**src/rtl/convenc_frame_ctrl.sv**
```systemverilog
// Frame sequencer ahead of a K=7 rate-1/2 convolutional encoder: feeds din/dv_in,
// appends the K-1 zero tail, flushes after reset, and aligns sof/eof markers to dv_out.
module convenc_frame_ctrl #(
    parameter int K        = 7,
    parameter int ENC_LAT  = 2,
    parameter int MAX_BITS = 4096,
    parameter int GAP_CYC  = 0,
    parameter int LEN_W    = $clog2(MAX_BITS + 1)
) (
    input  logic             clk,
    input  logic             resetn,
    input  logic             s_valid,
    output logic             s_ready,
    input  logic             s_data,
    input  logic             s_last,
    output logic             enc_dv_in,
    output logic             enc_din,
    output logic             sym_sof,
    output logic             sym_eof,
    output logic             frame_done,
    output logic [LEN_W-1:0] frame_len,
    output logic             err_overlong,
    output logic             busy
);
    typedef enum logic [2:0] {S_FLUSH, S_IDLE, S_DATA, S_TAIL, S_GAP} state_t;

    localparam int TW = (K > 2) ? $clog2(K - 1) : 1;
    localparam int GW = (GAP_CYC > 1) ? $clog2(GAP_CYC) : 1;
    localparam logic [TW-1:0]    TAIL_LAST = TW'(K - 2);
    localparam logic [GW-1:0]    GAP_LAST  = GW'((GAP_CYC > 0) ? GAP_CYC - 1 : 0);
    localparam logic [LEN_W-1:0] MAX_L     = LEN_W'(MAX_BITS);

    state_t             r_state;
    logic [TW-1:0]      r_tcnt;
    logic [GW-1:0]      r_gcnt;
    logic [LEN_W-1:0]   r_bcnt;
    logic [LEN_W-1:0]   r_len_pend;
    logic [LEN_W-1:0]   r_frame_len;
    logic               r_enc_dv;
    logic               r_enc_din;
    logic               r_err;
    logic               r_busy;
    // Index 0 is the tag riding with enc_dv_in; index ENC_LAT lines up with dv_out.
    logic [ENC_LAT:0]   r_sof_vld;
    logic [ENC_LAT:0]   r_eof_vld;

    logic               w_ready;
    logic               w_accept;
    logic [LEN_W-1:0]   w_cnt_nx;

    assign w_ready  = (r_state == S_IDLE) || (r_state == S_DATA);
    assign w_accept = s_valid & w_ready;
    assign w_cnt_nx = (r_state == S_IDLE) ? LEN_W'(1) : r_bcnt + LEN_W'(1);

    always_ff @(posedge clk or negedge resetn) begin
        if (!resetn) begin
            r_state     <= S_FLUSH;
            r_tcnt      <= '0;
            r_gcnt      <= '0;
            r_bcnt      <= '0;
            r_len_pend  <= '0;
            r_frame_len <= '0;
            r_enc_dv    <= 1'b0;
            r_enc_din   <= 1'b0;
            r_err       <= 1'b0;
            r_busy      <= 1'b0;
            r_sof_vld   <= '0;
            r_eof_vld   <= '0;
        end else begin
            r_enc_dv     <= 1'b0;
            r_enc_din    <= 1'b0;
            r_err        <= 1'b0;
            r_sof_vld[0] <= 1'b0;
            r_eof_vld[0] <= 1'b0;
            r_sof_vld[ENC_LAT:1] <= r_sof_vld[ENC_LAT-1:0];
            r_eof_vld[ENC_LAT:1] <= r_eof_vld[ENC_LAT-1:0];
            if (r_eof_vld[ENC_LAT-1])
                r_frame_len <= r_len_pend;

            case (r_state)
                S_FLUSH: begin
                    // Encoder shift register has no reset; push zeros through it.
                    r_enc_dv <= 1'b1;
                    if (r_tcnt == TAIL_LAST) begin
                        r_tcnt  <= '0;
                        r_state <= S_IDLE;
                        r_busy  <= 1'b0;
                    end else begin
                        r_tcnt <= r_tcnt + TW'(1);
                        r_busy <= 1'b1;
                    end
                end
                S_IDLE, S_DATA: begin
                    if (w_accept) begin
                        r_enc_dv     <= 1'b1;
                        r_enc_din    <= s_data;
                        r_sof_vld[0] <= (r_state == S_IDLE);
                        r_bcnt       <= w_cnt_nx;
                        r_busy       <= 1'b1;
                        if (s_last || (w_cnt_nx == MAX_L)) begin
                            r_len_pend <= w_cnt_nx;
                            r_err      <= ~s_last;
                            r_state    <= S_TAIL;
                        end else begin
                            r_state <= S_DATA;
                        end
                    end
                end
                S_TAIL: begin
                    r_enc_dv <= 1'b1;
                    if (r_tcnt == TAIL_LAST) begin
                        r_tcnt       <= '0;
                        r_eof_vld[0] <= 1'b1;
                        if (GAP_CYC > 0) begin
                            r_state <= S_GAP;
                        end else begin
                            r_state <= S_IDLE;
                            r_busy  <= 1'b0;
                        end
                    end else begin
                        r_tcnt <= r_tcnt + TW'(1);
                    end
                end
                S_GAP: begin
                    if (r_gcnt == GAP_LAST) begin
                        r_gcnt  <= '0;
                        r_state <= S_IDLE;
                        r_busy  <= 1'b0;
                    end else begin
                        r_gcnt <= r_gcnt + GW'(1);
                    end
                end
                default: r_state <= S_FLUSH;
            endcase
        end
    end

    assign s_ready      = w_ready;
    assign enc_dv_in    = r_enc_dv;
    assign enc_din      = r_enc_din;
    assign sym_sof      = r_sof_vld[ENC_LAT];
    assign sym_eof      = r_eof_vld[ENC_LAT];
    assign frame_done   = r_eof_vld[ENC_LAT];
    assign frame_len    = r_frame_len;
    assign err_overlong = r_err;
    assign busy         = r_busy;
endmodule

```
**config.mk**
```make
export PLATFORM = sky130hd
export DESIGN_NAME = convenc_frame_ctrl
export DESIGN_NICKNAME = d
export VERILOG_FILES = /design/src/rtl/convenc_frame_ctrl.sv
export SDC_FILE = /design/constraint.sdc
export NUM_CORES = 1
export LEC_CHECK = 0
export ABC_AREA = 0
export ABC_CLOCK_PERIOD_IN_PS = 2300
export CAP_MARGIN = 20
export CORE_UTILIZATION = 50
export DETAILED_ROUTE_END_ITERATION = 10
export GPL_TIMING_DRIVEN = 0
export PLACE_DENSITY = 0.83
export SLEW_MARGIN = 20
export SYNTH_ARGS = -nofsm -noshare
export SYNTH_HDL_FRONTEND = slang
export SYNTH_SLANG_ARGS = --single-unit
export TNS_END_PERCENT = 1
```
**constraint.sdc**
```tcl
create_clock -name clk -period 2.3 [get_ports clk]
set_input_delay 0.46 -clock clk [delete_from_list [all_inputs] [get_ports clk]]
set_output_delay 0.46 -clock clk [all_outputs]
set_load 0.02 [all_outputs]
```
==> results of run 1 <==
-- through the flow --
stage	power, uW	cell area, um2	hold WS [ns]	cells
3_3_place_gp	2440	3010	0.331	335
5_1_grt	3450	3310	0.220	361
3_5_place_dp	2480	3000	0.340	335
2_1_floorplan	2100	2680	0.164	241
6_report	3260	3310	0.183	361
4_1_cts	3190	3230	0.210	354
-- area by class of cell --
class                           instances  area share [%]
Buffer                                 16            2.98
Clock buffer                            6            2.49
Clock inverter                          2           0.491
Inverter                                6           0.680
Multi-Input combinational cell        163            37.9
Sequential cell                        54            40.9
Tap cell                               70            2.64
Timing Repair Buffer                   44            11.9
-- worst register-to-register path, cell delays in order (launching register included) --
cell      delay (ns)
dfrtp_1         0.43
inv_1           0.09
ha_2            0.21
clkbuf_2        0.22
nor4_2          0.46
nor2_2          0.11
a31oi_4         0.24
buf_6           0.15
mux2_4          0.29
-- power by group --
| part | internal [uW] | switching [uW] | leakage, uW |
|---|---|---|---|
| logic | 623 | 777 | 0.000751 |
| registers | 1150 | 138 | 0.000713 |
| clock network | 249 | 328 | 0.0000478 |
-- path summary, 6_finish.rpt --
check,start,end,cells after the start
setup reg to reg,r_state[1],r_len_pend[12],8
setup / recovery,r_state[1],r_len_pend[12],8
hold reg to reg,r_eof_vld[0],r_eof_vld[1],0
max in group asynchronous,resetn,r_bcnt[1],1
min in group clk,r_eof_vld[0],r_eof_vld[1],0
hold / removal,resetn,r_bcnt[3],1
-- layer usage --
layer / vias up / track usage, % / wire length, um
li1: 937 / - / -
met1: 971 / 29.2 / 2620
met2: 70 / 37.2 / 3080
met3: 17 / 3.61 / 251
met4: 0 / 8.64 / 138
met5: - / 0 / 0
-- cells in the mapped netlist, types with 2 or more instances --
cell,number
nand2_1,16
a31oi_1,3
nor2_1,19
nor3b_1,2
o21ai_0,16
or2_2,3
xnor2_1,10
o2bb2ai_1,2
a21oi_1,3
o31ai_1,4
and3_1,4
mux2_2,15
and2_1,3
inv_1,6
nand3_4,2
buf_2,3
clkbuf_1,7
dfrtp_1,54
nor3_1,7
a21o_1,7
xor2_1,2
buf_4,5
mux2_1,2
a311oi_1,2
nand3_1,6
nand2b_1,6
buf_6,2
ha_1,4
nand4_1,2
nor4_1,2
nor2b_1,2
-- cells by family after synthesis --
kind of cell	count (synthesis)
mux	19
flops	54
buf+inv	24
compound gates	43
fa+ha+maj	4
simple gates	85
xor+xnor	12
-- cells in the final DEF, fill, tap and decap left out, types with 6 or more instances in the layout --
master and count:
mux2_2 14, inv_1 6, nand2_1 15, a21o_1 7, buf_4 24, o21ai_0 16, nor3_1 7, dfrtp_1 51
nor2_1 17, xnor2_1 10, nand2b_1 6, nand3_1 6, clkdlybuf4s50_1 23, clkbuf_8 6
-- sequential cells by signal (all words and copies together) (netlist names) --
name and flops:
r_tcnt 3, busy 1, r_eof_vld 3, err_overlong 1
r_len_pend 13, frame_len 13, r_bcnt 13, enc_dv_in 1
enc_din 1, r_sof_vld 3, r_state 2
-- timing repair --
| item | 4_1_cts | 5_1_grt |
|---|---|---|
| pin swaps | 4 | 9 |
| setup buffers | 11 | 9 |
| hold buffers | 0 | 0 |
| gates resized for setup | 12 | 9 |
| setup endpoints to repair | 17 | 15 |
==> flow_summary.ini, run 1 <==
[status]
status = finished, final reports clean

[timing]
fin_ws_ns = 0.00998
finalSetupViolations = 0
post-route-period-util_pct = 99.6
hold_viol_final = 0
rsz0062_at_grt = yes
slew_violations = 0
worst_clock_skew_ns = 0.00492
period_minus_slack_ns = 2.29
fmax_mhz = 437
fin_tns_setup_ns = 0
max_slew_margin_pct = 54.1
worst_pin_slew_ns = 0.689

[synthesis]
synth_top_family_by_area = simple AND/OR/NAND/NOR gates
synth_top_area_share_pct = 50.5
async_flop_share_pct = 100
synth_edf_count = 0
synth_compound_area_share_pct = 11.6
synthSimpleGateAreaFrac_pct = 19.2
synthCells = 241
synthAdderAreaFrac_pct = 1.87
synth_cell_types = 51
synth-main-ff-cell = dfrtp_1
yosys_warnings = 0
yosysSeqAreaShare_pct = 50.5
synth_xor_xnor_area_share_pct = 3.93
ys_seq_elements = 54
synth_nets = 250
synth_area_leader_cell = dfrtp_1
synthTopCellsByArea = dfrtp_1 (51%), mux2_2 (6.3%), xnor2_1 (3.3%)
synth.cell_area_um2 = 2680
synthMuxAreaShare_pct = 8.09
avgSynthCellArea_um2 = 11.1

[critical_path]
slowest_stage = nor4_2
regToRegSetupSlack_ns = 0.01
crit_chain = inv_1, ha_2, clkbuf_2, nor4_2, nor2_2, a31oi_4, buf_6, mux2_4
slowest_delay_ns = 0.46
arrival_ns = 2.50
crit_type = flip-flop to flip-flop
path_delay_family = simple AND/OR/NAND/NOR gates
cp.required_ns = 2.51
cp-start-kind = flip-flop
path_buf_inv = 3
crit_path_end_kind = flip-flop
path_max_fanout = 10

[grt]
gr-usage-all-layers_pct = 22.3
grt_start_max_net_pins = 55
gr-total-overflow = 0
antenna_found_initial = 0
grt_pass1_vias = 1822
grt_pass1_wl_um = 9220

[clocking]
cts_buffers = 5
root_buffer = clkbuf_8
cts_buffer_depth = 2
clkSinkCount = 54
clk_pin_slew_ns = 0.10
cts_tree = yes
h-tree-depth = 2
clock_latency_ns = 0.31

[layout]
seq_area_um2 = 1360
nets = 299
syn_to_final_growth_pct = 23.9
multiInputGateArea_um2 = 1260
antenna_cells = 0
finish.utilization_pct = 64.5
nFillCells = 380
layout-drive-gt1-share_pct = 28.5

[die]
rows = 26
ios = 26
start_util_pct = 52.0
die_area_um2 = 5650
coreArea_um2 = 5140
die_y_um = 75.1
chipWidth_um = 75.1

[route]
routedWlPerCell_um = 16.9
drc = 0
routed_wl_um = 6090
via_per_inst = 5.53
drt_iter0_drc = 206
ant_nets = 0
num_vias = 1995
drt-pass1-iter-count = 5

[place]
pre_cts_slack_ns = -0.319
port_buffers = 24
dp_hpwl_um = 3750
finalWeightedCongestion = 0.884

[power]
p_per_area_nw_per_um2 = 984
ir_worst_vdd_v = 0.000452
leakagePower_uw = 0.00151

[run]
max_cap_viol_count = 0

[min_path]
hold_path_class = input pin to asynchronous set/reset pin
Power figures use the tool's default switching activity.
==> run 2: changes to the inputs <==
Settings changed: SKIP_CTS_REPAIR_TIMING set to 1.
==> run 2 against run 1 <==
The flow now finishes with violations (setup timing). Critical path depth rose by 1. Worst setup slack worse by 0.063 ns. Flip-flop and latch count stayed put. Cell count shrank 1.4%. Worst hold slack worse by 0.014 ns. Sequential power hardly changed. Register-to-register slack worse by 0.06 ns. Critical path type unchanged. Largest power group unchanged.
==> flow_summary.ini, run 2 (synthesis gave the netlist of run 1 again) <==
[status]
status = complete, but fails checks
violations = setup timing

[power]
leakagePower_uw = 0.00149
ir_worst_vdd_v = 0.000439
p_per_area_nw_per_um2 = 984
p_total_uw = 3250

[clocking]
cts_tree = yes
clkSinkCount = 54
clock_latency_ns = 0.31
root_buffer = clkbuf_8
clk_pin_slew_ns = 0.10
cts_buffers = 5
h-tree-depth = 2
cts_buffer_depth = 2

[critical_path]
crit_path_end_kind = flip-flop
cp.required_ns = 2.50
cp-start-kind = flip-flop
reg2reg_from = r_bcnt[0]
r2r-end = r_len_pend[0]
rr_worst_depth = 9
critPathLaunch = r_bcnt[0]
crit_end = r_len_pend[0]
regToRegSetupSlack_ns = -0.05
crit_type = flip-flop to flip-flop
path_max_fanout = 7
arrival_ns = 2.55

[timing]
fmax_mhz = 425
post-route-period-util_pct = 102
worst_pin_slew_ns = 0.677
hold_viol_final = 0
max_slew_margin_pct = 54.9
finalSetupViolations = 4
fin_ws_ns = -0.0530
rsz0062_at_grt = yes
period_minus_slack_ns = 2.35
worst_clock_skew_ns = 0.00849
hold-worst-slack_ns = 0.169
slew_violations = 0

[die]
die_area_um2 = 5650
ios = 26
rows = 26
die_y_um = 75.1
start_util_pct = 52.0
coreArea_um2 = 5140
chipWidth_um = 75.1

[layout]
finish.utilization_pct = 64.4
layout-drive-gt1-share_pct = 26.6
syn_to_final_growth_pct = 23.7
antenna_cells = 0
nFillCells = 378
finalNonFillerCells = 356
layout_common_cells = dfrtp_1 (52), clkdlybuf4s50_1 (23), nor2_1 (18), buf_4 (18), o21ai_0 (16)
nets = 294
layout_commonest_cell = dfrtp_1

[place]
pre_cts_slack_ns = -0.319
dp_hpwl_um = 3750
port_buffers = 24
finalWeightedCongestion = 0.884
dp_cells = 335

[route]
drt-pass1-iter-count = 4
ant_nets = 0
num_vias = 1946
routed_wl_um = 5720
via_per_inst = 5.47
drc = 0
drt_iter0_drc = 154
routedWlPerCell_um = 16.1

[grt]
gr-usage-all-layers_pct = 20.7
antenna_found_initial = 0
grt_pass1_wl_um = 8630
grt_pass1_vias = 1702
grt_start_max_net_pins = 55
gr-total-overflow = 0

[min_path]
hold_path_class = input pin to asynchronous set/reset pin

[run]
max_cap_viol_count = 0
run 2: cell count changes in the layout (fill, tap and decap cells not counted), sizes merged:
cell  previous run  this run
buf             31        26
run 2: area by class of cell:
type | count | area, um2 | share of cell area [%]
Sequential cell | 54 | 1350 | 40.9
Clock buffer | 6 | 82.6 | 2.50
Buffer | 17 | 114 | 3.44
Timing Repair Buffer | 38 | 350 | 10.6
Multi-Input combinational cell | 163 | 1280 | 38.7
Clock inverter | 2 | 16.3 | 0.492
Tap cell | 70 | 87.6 | 2.65
Inverter | 6 | 22.5 | 0.681
run 2: how the worst min path moves through the flow:
stage	startpoint	end	depth (start not counted)
2_1_floorplan	resetn	busy	0
3_3_place_gp	r_sof_vld[1]	r_sof_vld[2]	0
3_5_place_dp	r_sof_vld[0]	r_sof_vld[1]	0
4_1_cts	resetn	r_bcnt[5]	1
5_1_grt	resetn	r_bcnt[3]	1
6_report	resetn	r_bcnt[3]	1
run 2: metrics by stage:
step | TNS, ns | instance area (um2)
final | -0.140 | 3310
after global routing | -0.467 | 3310
after CTS | -2.11 | 3100
after detailed placement | -1.62 | 3000
after global placement | -47.81 | 3010
after floorplan | -0.0388 | 2680
run 2: critical path, cell delays in order, from the launching register on:
cell and delay, ns:
dfrtp_2 0.47, ha_4 0.18, buf_8 0.13, nand4_4 0.10
nor2_4 0.07, or3_4 0.34, a221oi_4 0.35, a31oi_4 0.15
buf_4 0.15, mux2_1 0.30
run 2: routing by layer:
metal  track usage, %  vias to the layer above  wire (um)
li1                 -                      929          -
met1             28.7                      947       2520
met2             32.5                       59       2860
met3             3.88                       11        233
met4             7.61                        0        102
met5                0                        -          0
run 2: power breakdown:
group | internal [uW] | leakage (uW) | switching, uW
sequential | 1150 | 0.000715 | 143
clock | 248 | 0.0000478 | 323
combinational | 630 | 0.000732 | 762
total | 2030 | 0.00149 | 1230
==> run 3: changes to the inputs <==
Settings changed: ABC_AREA 0 to 1.
==> run 3 against run 2 <==
The run now ends clean. Total power shrank 4.6%. Cell area is 10% lower. Worst hold slack gained 0.010 ns. Fmax grew 9.6%. Sequential share of layout area is 4.7 points higher. Cell count up 9.3%. Synthesized area fell by 5.5%. Clock power shrank 2%. Utilization fell by 2.4 points. Flip-flop and latch count stayed put. Synthesized cell count up 20%. Critical endpoint is now r_len_pend[4]. Worst setup slack better by 0.21 ns. Largest power group is now registers.
==> flow_summary.ini, run 3 <==
[status]
status = finished, final reports clean

[critical_path]
r2r-end = r_len_pend[4]
rr_worst_depth = 16
arrival_ns = 2.35
critPathLaunch = r_state[1]
crit_path_end_kind = flip-flop
path_max_fanout = 10
reg2reg_from = r_state[1]
cp.required_ns = 2.50
regToRegSetupSlack_ns = 0.15
crit_type = flip-flop to flip-flop
cp-start-kind = flip-flop

[route]
drc = 0
routedWlPerCell_um = 11.9
routed_wl_um = 4650
drt-pass1-iter-count = 5
ant_nets = 0
drt_iter0_drc = 146
num_vias = 1891
via_per_inst = 4.86

[layout]
nets = 330
syn_to_final_growth_pct = 17.2
final_area_um2 = 2960
finish.utilization_pct = 61.9
layout-drive-gt1-share_pct = 13.4
antenna_cells = 0
layout_commonest_cell = nand2_1
layout_common_cells = nand2_1 (81), dfrtp_1 (54), inv_1 (33), nand3_1 (28), nor2_1 (24)

[power]
p_per_area_nw_per_um2 = 1050
leakagePower_uw = 0.00151
ir_worst_vdd_v = 0.000404

[place]
port_buffers = 25
dp_hpwl_um = 3470
finalWeightedCongestion = 0.877
placed_area_um2 = 2860

[clocking]
cts_buffers = 5
cts_tree = yes
root_buffer = clkbuf_8
clock_latency_ns = 0.31
clk_pin_slew_ns = 0.09
h-tree-depth = 2
clkSinkCount = 54
cts_buffer_depth = 2

[timing]
fin_tns_setup_ns = 0
worst_pin_slew_ns = 0.650
finalSetupViolations = 0
fmax_mhz = 466
post-route-period-util_pct = 93.3
hold-worst-slack_ns = 0.180
slew_violations = 0
worst_clock_skew_ns = 0.00430
hold_viol_final = 0
max_slew_margin_pct = 56.7
rsz0062_at_grt = yes
period_minus_slack_ns = 2.15

[synthesis]
synth_area_leader_cell = dfrtp_1
synth_edf_count = 0
async_flop_share_pct = 100
yosys_warnings = 0
yosysMostFrequentCell = nand2_1
synth_top_area_share_pct = 53.4
ys_top_cells_by_count = nand2_1 (81), dfrtp_1 (54), inv_1 (33), nand3_1 (28), nor2_1 (24)
synth.cell_area_um2 = 2530
yosysSeqAreaShare_pct = 53.4
synthCells = 289
avgSynthCellArea_um2 = 8.75
synth_cell_types = 24
synth-main-ff-cell = dfrtp_1
synthTopCellsByArea = dfrtp_1 (53%), nand2_1 (12%), mux2_2 (5.8%)
ys_seq_elements = 54
synth_nets = 298

[grt]
antenna_found_initial = 0
grt.busiest_layer = met2
grt_pass1_vias = 1813
grt_pass1_wl_um = 7920
use_met2_pct = 32.4
gr-usage-all-layers_pct = 19.3
gr-usage-met1_pct = 24.5
grt_start_max_net_pins = 55
gr-total-overflow = 0
met3_usage_pct = 3.73

[die]
start_util_pct = 52.8
rows = 25
die_y_um = 73.1
coreArea_um2 = 4790
die_area_um2 = 5350
chipWidth_um = 73.1
ios = 26

[min_path]
hold_path_class = input pin to asynchronous set/reset pin

[run]
max_cap_viol_count = 0
## run 3: cell type report
| type | instances | area (um2) |
|---|---|---|
| tap | 67 | 83.8 |
| clock buffer | 6 | 82.6 |
| buffer | 8 | 46.3 |
| multi-input combinational | 193 | 1010 |
| clock inverter | 2 | 16.3 |
| sequential | 54 | 1350 |
| inverter | 34 | 128 |
| timing repair buffer | 25 | 250 |
| fill | 405 | 1820 |
## run 3: critical path, stage by stage, from the launching register on
cell and delay [ns]:
dfrtp_1 0.39, inv_1 0.11, ha_2 0.29, inv_2 0.12, nand2_1 0.09, nor2_1 0.06
nor2_1 0.09, nand2_1 0.10, nor2_4 0.11, nand3_2 0.07, nor2_2 0.08, nand2_1 0.09
nand2_4 0.11, nand2_4 0.07, buf_6 0.15, nand2_1 0.05, nand2_1 0.05
## run 3: stage by stage
step | std cells | worst slack (ns) | power (uW)
after floorplan | 289 | 0.430 | 2170
after global placement | 381 | -0.755 | 2520
after detailed placement | 381 | 0.0657 | 2570
after CTS | 389 | 0.0431 | 3130
after global routing | 389 | -0.0413 | 3340
final | 389 | 0.153 | 3100
## run 3: metal layers
layer | share of wire, % | vias up
met3 | 3.0 | 8
met4 | 1.6 | 0
met1 | 46 | 870
met5 | 0 | -
li1 | - | 980
met2 | 49 | 33
## run 3: worst max path at each step
stage | endpoint | depth (start not counted) | slack [ns]
after floorplan | r_len_pend[4] | 16 | 0.43
after global placement | r_sof_vld[2] | 1 | -0.76
after detailed placement | r_len_pend[4] | 16 | 0.07
after CTS | r_len_pend[4] | 16 | 0.04
after global routing | r_len_pend[8] | 16 | -0.04
final | r_len_pend[4] | 16 | 0.15
## run 3: cells by family after synthesis
logic type / synth area share, %
simple gates: 27.8
buf+inv: 6.88
mux: 5.79
flops: 53.4
fa+ha+maj: 1.98
compound gates: 4.16
## run 3: report_power, final
group	internal, uW	switching (uW)	total, uW	leakage, uW
clock	248	310	558	0.0000478
combinational	466	766	1230	0.000740
sequential	1170	146	1310	0.000720
total	1880	1220	3100	0.00151
